==> src/rtl/serial_subtractor_nbit.sv <==
// serial_subtractor_nbit: bit-serial N-bit subtractor, d = x - y - b_in.
// One full-subtractor cell is reused for N clocks, LSB first, with the ripple
// borrow held in a flop. start/busy/done handshake toward a controlling FSM.
// Optional feature macro: SERIAL_SUB_OVF_EN adds a registered signed-overflow
// output ovf, updated together with d/b_out.
module serial_subtractor_nbit #(
    parameter int N = 4
) (
    input  logic         clk,
    input  logic         rst_n,
    input  logic         start,
    input  logic [N-1:0] x,
    input  logic [N-1:0] y,
    input  logic         b_in,
    output logic         busy,
    output logic         done,
    output logic [N-1:0] d,
    output logic         b_out
`ifdef SERIAL_SUB_OVF_EN
    ,
    output logic         ovf
`endif
);

    localparam int CW = (N > 1) ? $clog2(N) : 1;
    localparam logic [CW-1:0] LAST = CW'(N - 1);

    typedef enum logic [1:0] {
        IDLE  = 2'd0,
        SHIFT = 2'd1,
        DONE  = 2'd2
    } state_t;

    state_t        state_q, state_d;
    logic [N-1:0]  xs_q, xs_d;
    logic [N-1:0]  ys_q, ys_d;
    logic [N-1:0]  rs_q, rs_d;
    logic          bor_q, bor_d;
    logic [CW-1:0] cnt_q, cnt_d;
    logic [N-1:0]  res_q, res_d;
    logic          bout_q, bout_d;
`ifdef SERIAL_SUB_OVF_EN
    logic          ovf_q, ovf_d;
`endif

    // Full-subtractor cell operating on the current LSBs and held borrow.
    logic          diff_bit;
    logic          bor_next;
    logic [N-1:0]  rs_shifted;

    // Single-bit difference and borrow-out of the shared subtractor cell.
    always_comb begin
        diff_bit   = xs_q[0] ^ ys_q[0] ^ bor_q;
        bor_next   = (~xs_q[0] & ys_q[0]) | (~(xs_q[0] ^ ys_q[0]) & bor_q);
        rs_shifted = {diff_bit, rs_q[N-1:1]};
    end

    // Next-state and datapath-update logic; defaults hold every register.
    always_comb begin
        state_d = state_q;
        xs_d    = xs_q;
        ys_d    = ys_q;
        rs_d    = rs_q;
        bor_d   = bor_q;
        cnt_d   = cnt_q;
        res_d   = res_q;
        bout_d  = bout_q;
`ifdef SERIAL_SUB_OVF_EN
        ovf_d   = ovf_q;
`endif
        unique case (state_q)
            IDLE: begin
                if (start) begin
                    xs_d    = x;
                    ys_d    = y;
                    bor_d   = b_in;
                    cnt_d   = '0;
                    state_d = SHIFT;
                end
            end
            SHIFT: begin
                xs_d  = xs_q >> 1;
                ys_d  = ys_q >> 1;
                bor_d = bor_next;
                rs_d  = rs_shifted;
                cnt_d = cnt_q + CW'(1);
                if (cnt_q == LAST) begin
                    // Publish the full word only on the last bit so d never shows partial results.
                    res_d   = rs_shifted;
                    bout_d  = bor_next;
`ifdef SERIAL_SUB_OVF_EN
                    // bor_q is the borrow into the MSB, bor_next the borrow out of it.
                    ovf_d   = bor_q ^ bor_next;
`endif
                    state_d = DONE;
                end
            end
            DONE: begin
                if (start) begin
                    xs_d    = x;
                    ys_d    = y;
                    bor_d   = b_in;
                    cnt_d   = '0;
                    state_d = SHIFT;
                end else begin
                    state_d = IDLE;
                end
            end
            default: begin
                state_d = IDLE;
            end
        endcase
    end

    // FSM state register.
    always_ff @(posedge clk or negedge rst_n) begin
        if (!rst_n) begin
            state_q <= IDLE;
        end else begin
            state_q <= state_d;
        end
    end

    // Operand shifters, borrow flop, counter and registered results.
    always_ff @(posedge clk or negedge rst_n) begin
        if (!rst_n) begin
            xs_q   <= '0;
            ys_q   <= '0;
            rs_q   <= '0;
            bor_q  <= 1'b0;
            cnt_q  <= '0;
            res_q  <= '0;
            bout_q <= 1'b0;
`ifdef SERIAL_SUB_OVF_EN
            ovf_q  <= 1'b0;
`endif
        end else begin
            xs_q   <= xs_d;
            ys_q   <= ys_d;
            rs_q   <= rs_d;
            bor_q  <= bor_d;
            cnt_q  <= cnt_d;
            res_q  <= res_d;
            bout_q <= bout_d;
`ifdef SERIAL_SUB_OVF_EN
            ovf_q  <= ovf_d;
`endif
        end
    end

    // Outputs come straight from registers; no input-to-output path.
    always_comb begin
        busy  = (state_q == SHIFT);
        done  = (state_q == DONE);
        d     = res_q;
        b_out = bout_q;
`ifdef SERIAL_SUB_OVF_EN
        ovf   = ovf_q;
`endif
    end

endmodule

==> config.mk <==
export PLATFORM = sky130hd
export DESIGN_NAME = serial_subtractor_nbit
export DESIGN_NICKNAME = d
export VERILOG_FILES = /design/src/rtl/serial_subtractor_nbit.sv
export SDC_FILE = /design/constraint.sdc
export NUM_CORES = 1
export LEC_CHECK = 0
export ABC_AREA = 0
export BUFFER_PORTS_ARGS = -buffer_cell sky130_fd_sc_hd__buf_2
export CORE_ASPECT_RATIO = 0.8
export CORE_MARGIN = 2
export CORE_UTILIZATION = 50
export CTS_BUF_LIST = sky130_fd_sc_hd__clkbuf_2
export CTS_CLUSTER_DIAMETER = 100
export DETAILED_ROUTE_END_ITERATION = 10
export GPL_ROUTABILITY_DRIVEN = 0
export PLACE_DENSITY = 0.73
export SKIP_LAST_GASP = 1
export SLEW_MARGIN = 30
export SYNTH_ARGS = -nofsm -noshare
export SYNTH_HDL_FRONTEND = slang
export SYNTH_SLANG_ARGS = --single-unit
==> constraint.sdc <==
create_clock -name clk -period 2.7 [get_ports clk]
set_clock_uncertainty 0.05 [all_clocks]
set_input_delay 0.405 -clock clk [delete_from_list [all_inputs] [get_ports clk]]
set_output_delay 0.405 -clock clk [all_outputs]
set_load 0.02 [all_outputs]
### Word-level counts from Yosys, hierarchy flattened

Index checks and enable logic that the tools add are counted.
W data, S select, Z words.

| cells by class | value |
|---|---|
| equal/unequal tests | 6 |
| magnitude comparators | 0 |
| bitwise gates (word level) | 7 |
| mux-type cells | 12 |
| shifts and indexed selects | 0 |
| divide/modulo/power cells | 0 |
| reductions and logical operators | 6 |
| add/sub/neg operators | 1 |
| multipliers | 0 |

Operator list:

| kind | number |
|---|---|
| $pmux W4 S2 | 2 |
| $mux W4 | 2 |
| $mux W2 | 3 |
| $pmux W2 S3 | 1 |
| $reduce_and A2 Y1 | 3 |
| $eq A2 B2 Y1 const B | 2 |
| $ne A2 B1 Y1 const B | 2 |
| $pmux W2 S2 | 1 |
| $add A2 B1 Y2 const B | 1 |
| $and A1 B1 Y1 | 2 |
| $eq A2 B1 Y1 const B | 1 |
| $logic_not A2 Y1 | 1 |
| $mux W1 | 2 |
| $ne A2 B2 Y1 const B | 1 |
| $not A1 Y1 | 2 |
| $pmux W1 S2 | 1 |
| $reduce_bool A2 Y1 | 1 |
| $reduce_or A2 Y1 | 1 |
| $xor A1 B1 Y1 | 2 |
| $or A1 B1 Y1 | 1 |

| storage, ports and cells | value |
|---|---|
| latch bits | 0 |
| bits in writable memories | 0 |
| output and inout bits | 7 |
| input port bits | 12 |
| memories kept | 0 |
| register bits after elaboration | 22 |
| ROM bits | 0 |
| word-level logic and storage cells | 40 |

### Logic depth before layout (Yosys ltp)

| logic depth | value |
|---|---|
| depth after elaboration | 5 |
| mapped depth | 4 |
| depth with buffers taken out | 4 |

### Least setup slack after synthesis

Ideal clock, no wire load.

| path | value |
|---|---|
| kind | register -> register |
| from | reg xs_q[0] |
| to | reg bor_q |
| period minus slack after synthesis | 1312 ps |
| cell stages (with the launch flop) | 4 |
| arrival time | 1184 ps |
| library setup time | 77 ps |
| setup slack | 1388 ps |
| buffers on the path | 0 |
| required time | 2573 ps |
| path through | dfrtp_1 fa_1 mux2_2 a21oi_1 |

| on the way | value |
|---|---|
| word-level cells in the longest chain between the ends | 5 |
| elaborated cells between the ends (all ways) | 7 |
| those cells by class | mux: 1; bitwise: 6 |

Ends and longest elaborated chain:

| item | line | RTL |
|---|---|---|
| start: declaration | 35 | `logic [N-1:0] xs_q, xs_d;` |
| start signal: assignment | 138 | `xs_q <= xs_d;` |
| $xor A1 B1 Y1 | 54 | `bor_next = (~xs_q[0] & ys_q[0]) \| (~(xs_q[0] ^ ys_q[0]) & bor_q);` |
| $not A1 Y1 | 54 |  |
| $and A1 B1 Y1 | 54 |  |
| $or A1 B1 Y1 (*) | 54 |  |
| $pmux W1 S2 (*) | 71 | `unique case (state_q)` |
| end signal: assignment | 141 | `bor_q <= bor_d;` |
| end: declaration | 38 | `logic bor_q, bor_d;` |

Mark *: on every way between the ends. The rest lies on a longest branch, timed or not.
A chain may end at the register's enable or synchronous reset.

### Worst setup path in the final report

| path | value |
|---|---|
| from | reg state_q[0] |
| to | out busy |

| on the way | value |
|---|---|
| word-level cells in the longest chain between the ends | 1 |

Ends and longest elaborated chain:

| item | line | RTL |
|---|---|---|
| start: declaration | 34 | `state_t state_q, state_d;` |
| start signal: assignment | 120 | `state_q <= state_d;` |
| $eq A2 B1 Y1 | 153 | `busy = (state_q == SHIFT);` |
| end: declaration | 15 | `output logic busy,` |

No other way between the ends.

==> flow_summary.ini <==
[hold_path]
hold_start = x[3]
hold_path.class = input pin to flop

[global_routing]
grt-ovfl-total = 0
grt_antenna_before_repair = 0
gr-usage-met2_pct = 26.5
grt_max_degree = 22
grtUsageTotal_pct = 18.3
grtUsageMet3_pct = 7.43
met1_usage_pct = 25.1
grt_pass1_wl_um = 3020
first_global_vias = 663
top_usage_layer = met2

[worst_setup_path]
slowest_delay_ps = 780
r2r_start = state_q[0]
startpoint_type = flop
cp-end-kind = primary output
worstPathCellList = nand2b_1 -> inv_1 -> buf_2
startpoint = state_q[0]
slowest_stage = dfrtp_1
arrival_ps = 1810
path_class = flop to primary output
crit_fanout = 20
required_ps = 2250

[sta]
fin_crit_ps = 2270
fin_setup_tns_ps = 0
fin_crit_sh_pct = 84.0
relSlewSlack_pct = 58.6
maxSlewViolCount = 0
rsz0062_at_grt = false
setup-violations-final = 0
setup_slack_ps = 432
clock.fmax_mhz = 441
finalHoldViolations = 0
worst_pin_slew_ps = 622

[power]
p_seq_share_pct = 45.9
p_sw_share_pct = 40.3
intPower_uw = 803
p_per_area_mw_per_mm2 = 1190
pwr-share-comb_pct = 44.3
p_leak_uw = 0.000571
switching_power_uw = 542
p_clk_share_pct = 9.8
worst_ir_drop_vdd_v = 0.000640

[cts]
cts_setup_buffers = 0
cts-root-buf = clkbuf_2
cts_tree = done
numCtsBuffers = 3
path_clk_slew_ps = 180
postCtsHoldBufs = 1
cts_max_path_buffers = 2
cts_max_level = 1
cts-resized-gates = 0
clock_latency_ps = 340
cts_sinks = 21

[placement]
port_buffers = 18
preCtsSetupSlack_ps = 856
dp.cells = 126
dpl.hpwl_um = 1290
place_area_mm2 = 0.00110

[routing]
drt_iter0_drc = 6
drt_wl_total_um = 1760
antenna_left = 0
drt-pass1-iter-count = 2
dr_total_vias = 677
drt-vias-per-instance = 5.17
wl_per_cell_um = 13.5
drc = 0

[synthesis]
synth_area_per_cell_um2 = 11.5
netlist_top_cells_area = dfrtp_1, mux2_4, mux2i_1, a211oi_1, nand2_1
syn_area_mm2 = 0.00102
yosysWarnings = 0
syn_nets = 102
ys_seq_area_share_pct = 51.7
syn_inst = 88
ys_seq_elements = 21
synth_cell_types = 24
synth_top_area_share_pct = 51.7
yosysTopAreaCell = dfrtp_1

[die]
fp.dieH_um = 44.3
start_util_pct = 53.7
num_io_pins = 19
core-area_mm2 = 0.00189
die-area_mm2 = 0.00241
num_rows = 14
die_x_um = 54.4

[job]
cap_viol_max_count = 0

[finish]
num_antenna_cells = 0
finish.instance_area_mm2 = 0.00113
drive_above_1_share_pct = 27.1
areaGrowthSynthToFinish_pct = 11.3
fin_cells = 131
fin_nets = 122
final_core_utilization_pct = 59.8

[outcome]
status = completed
==> power groups by stage <==
| stage | combinational [uW] | sequential, uW | clock [uW] |
|---|---|---|---|
| floorplan | 483 | 593 | 0 |
| global placement | 585 | 614 | 0 |
| detailed placement | 600 | 622 | 0 |
| CTS | 602 | 615 | 135 |
| global route | 666 | 640 | 152 |
| finish | 595 | 617 | 132 |
==> cell usage in the layout, fill, tap and decap left out <==
cell type	synthesis	routed
dfrtp_1	21	21
buf_2	1	18
nand2_1	10	10
nor2b_1	5	5
mux2_4	5	5
mux2i_1	5	5
a211oi_1	5	5
a21oi_1	5	5
inv_1	4	4
nor2_1	4	4
o21ai_0	3	3
a22o_1	3	3
clkbuf_2	0	3
nand2b_1	2	2
and2b_1	2	2
o22ai_1	2	2
nor3_1	2	2
nand3b_4	1	1
nand3_1	1	1
mux2_2	1	1
xnor2_1	1	1
fa_1	1	1
ha_1	1	1
clkinv_2	0	1
dlygate4sd3_1	0	1
==> through the flow <==
step	total power [uW]	hold slack, ps
floorplan	1080	59.4
global placement	1200	331
detailed placement	1220	331
CTS	1350	246
global route	1460	235
finish	1340	254
==> critical path, delay by kind of cell (launching register included) <==
kind / cells / cell delay, ps
flops: 1 / 780
simple gates: 1 / 280
buf+inv: 2 / 440
==> cells by family (layout without fill, tap and decap cells) <==
family	after synthesis	count (layout)	synth area share (%)
multiplexers	11	11	13.4
AND/OR/NAND/NOR	27	27	14.4
XOR/XNOR	1	1	0.862
AO/OA/AOI/OAI	18	18	11.5
adder cells (fa/ha/maj)	2	2	3.20
buffers and inverters	8	27	4.93
flip-flops	21	21	51.7
==> cells in the mapped netlist <==
master    count
nor2b_1       5
xnor2_1       1
a21oi_1       5
o22ai_1       2
a211oi_1      5
fa_1          1
nor3_1        2
buf_2         1
nor2_1        4
inv_1         4
buf_6         2
dfrtp_1      21
nand3b_4      1
ha_1          1
nand2_1      10
mux2i_1       5
mux2_2        1
nand2b_1      2
a22o_1        3
o21ai_0       3
and2b_1       2
nand3_1       1
buf_4         1
mux2_4        5
==> state kept, by name, indices dropped and copies added (netlist names) <==
| register | count |
|---|---|
| bor_q | 1 |
| d | 4 |
| cnt_q | 2 |
| xs_q | 4 |
| state_q | 2 |
| rs_q | 3 |
| b_out | 1 |
| ys_q | 4 |
==> path summary, 6_finish.rpt <==
| path | endpoint | slack [ps] | cells past startpoint |
|---|---|---|---|
| worst min-delay path | xs_q[3] | 250 | 2 |
| worst max-delay path | busy | 430 | 3 |
| worst max register to register | xs_q[3] | 1010 | 4 |
| min in group asynchronous | b_out | 460 | 2 |
| max in group asynchronous | ys_q[1] | 1810 | 2 |
| worst min register to register | rs_q[2] | 450 | 2 |
==> layer usage <==
metal / vias to the layer above / wire, um
li1: 345 / -
met1: 318 / 870
met2: 12 / 792
met3: 2 / 81
met4: 0 / 19
met5: - / 0
==> final cells by class <==
class                           count  area (um^2)
Fill cell                         151          761
Clock inverter                      1         5.00
Timing Repair Buffer               19          100
Multi-Input combinational cell     59          440
Sequential cell                    21          526
Clock buffer                        3         15.0
Tap cell                           24         30.0
Inverter                            4         15.0
(Power assumes the default switching activity.)
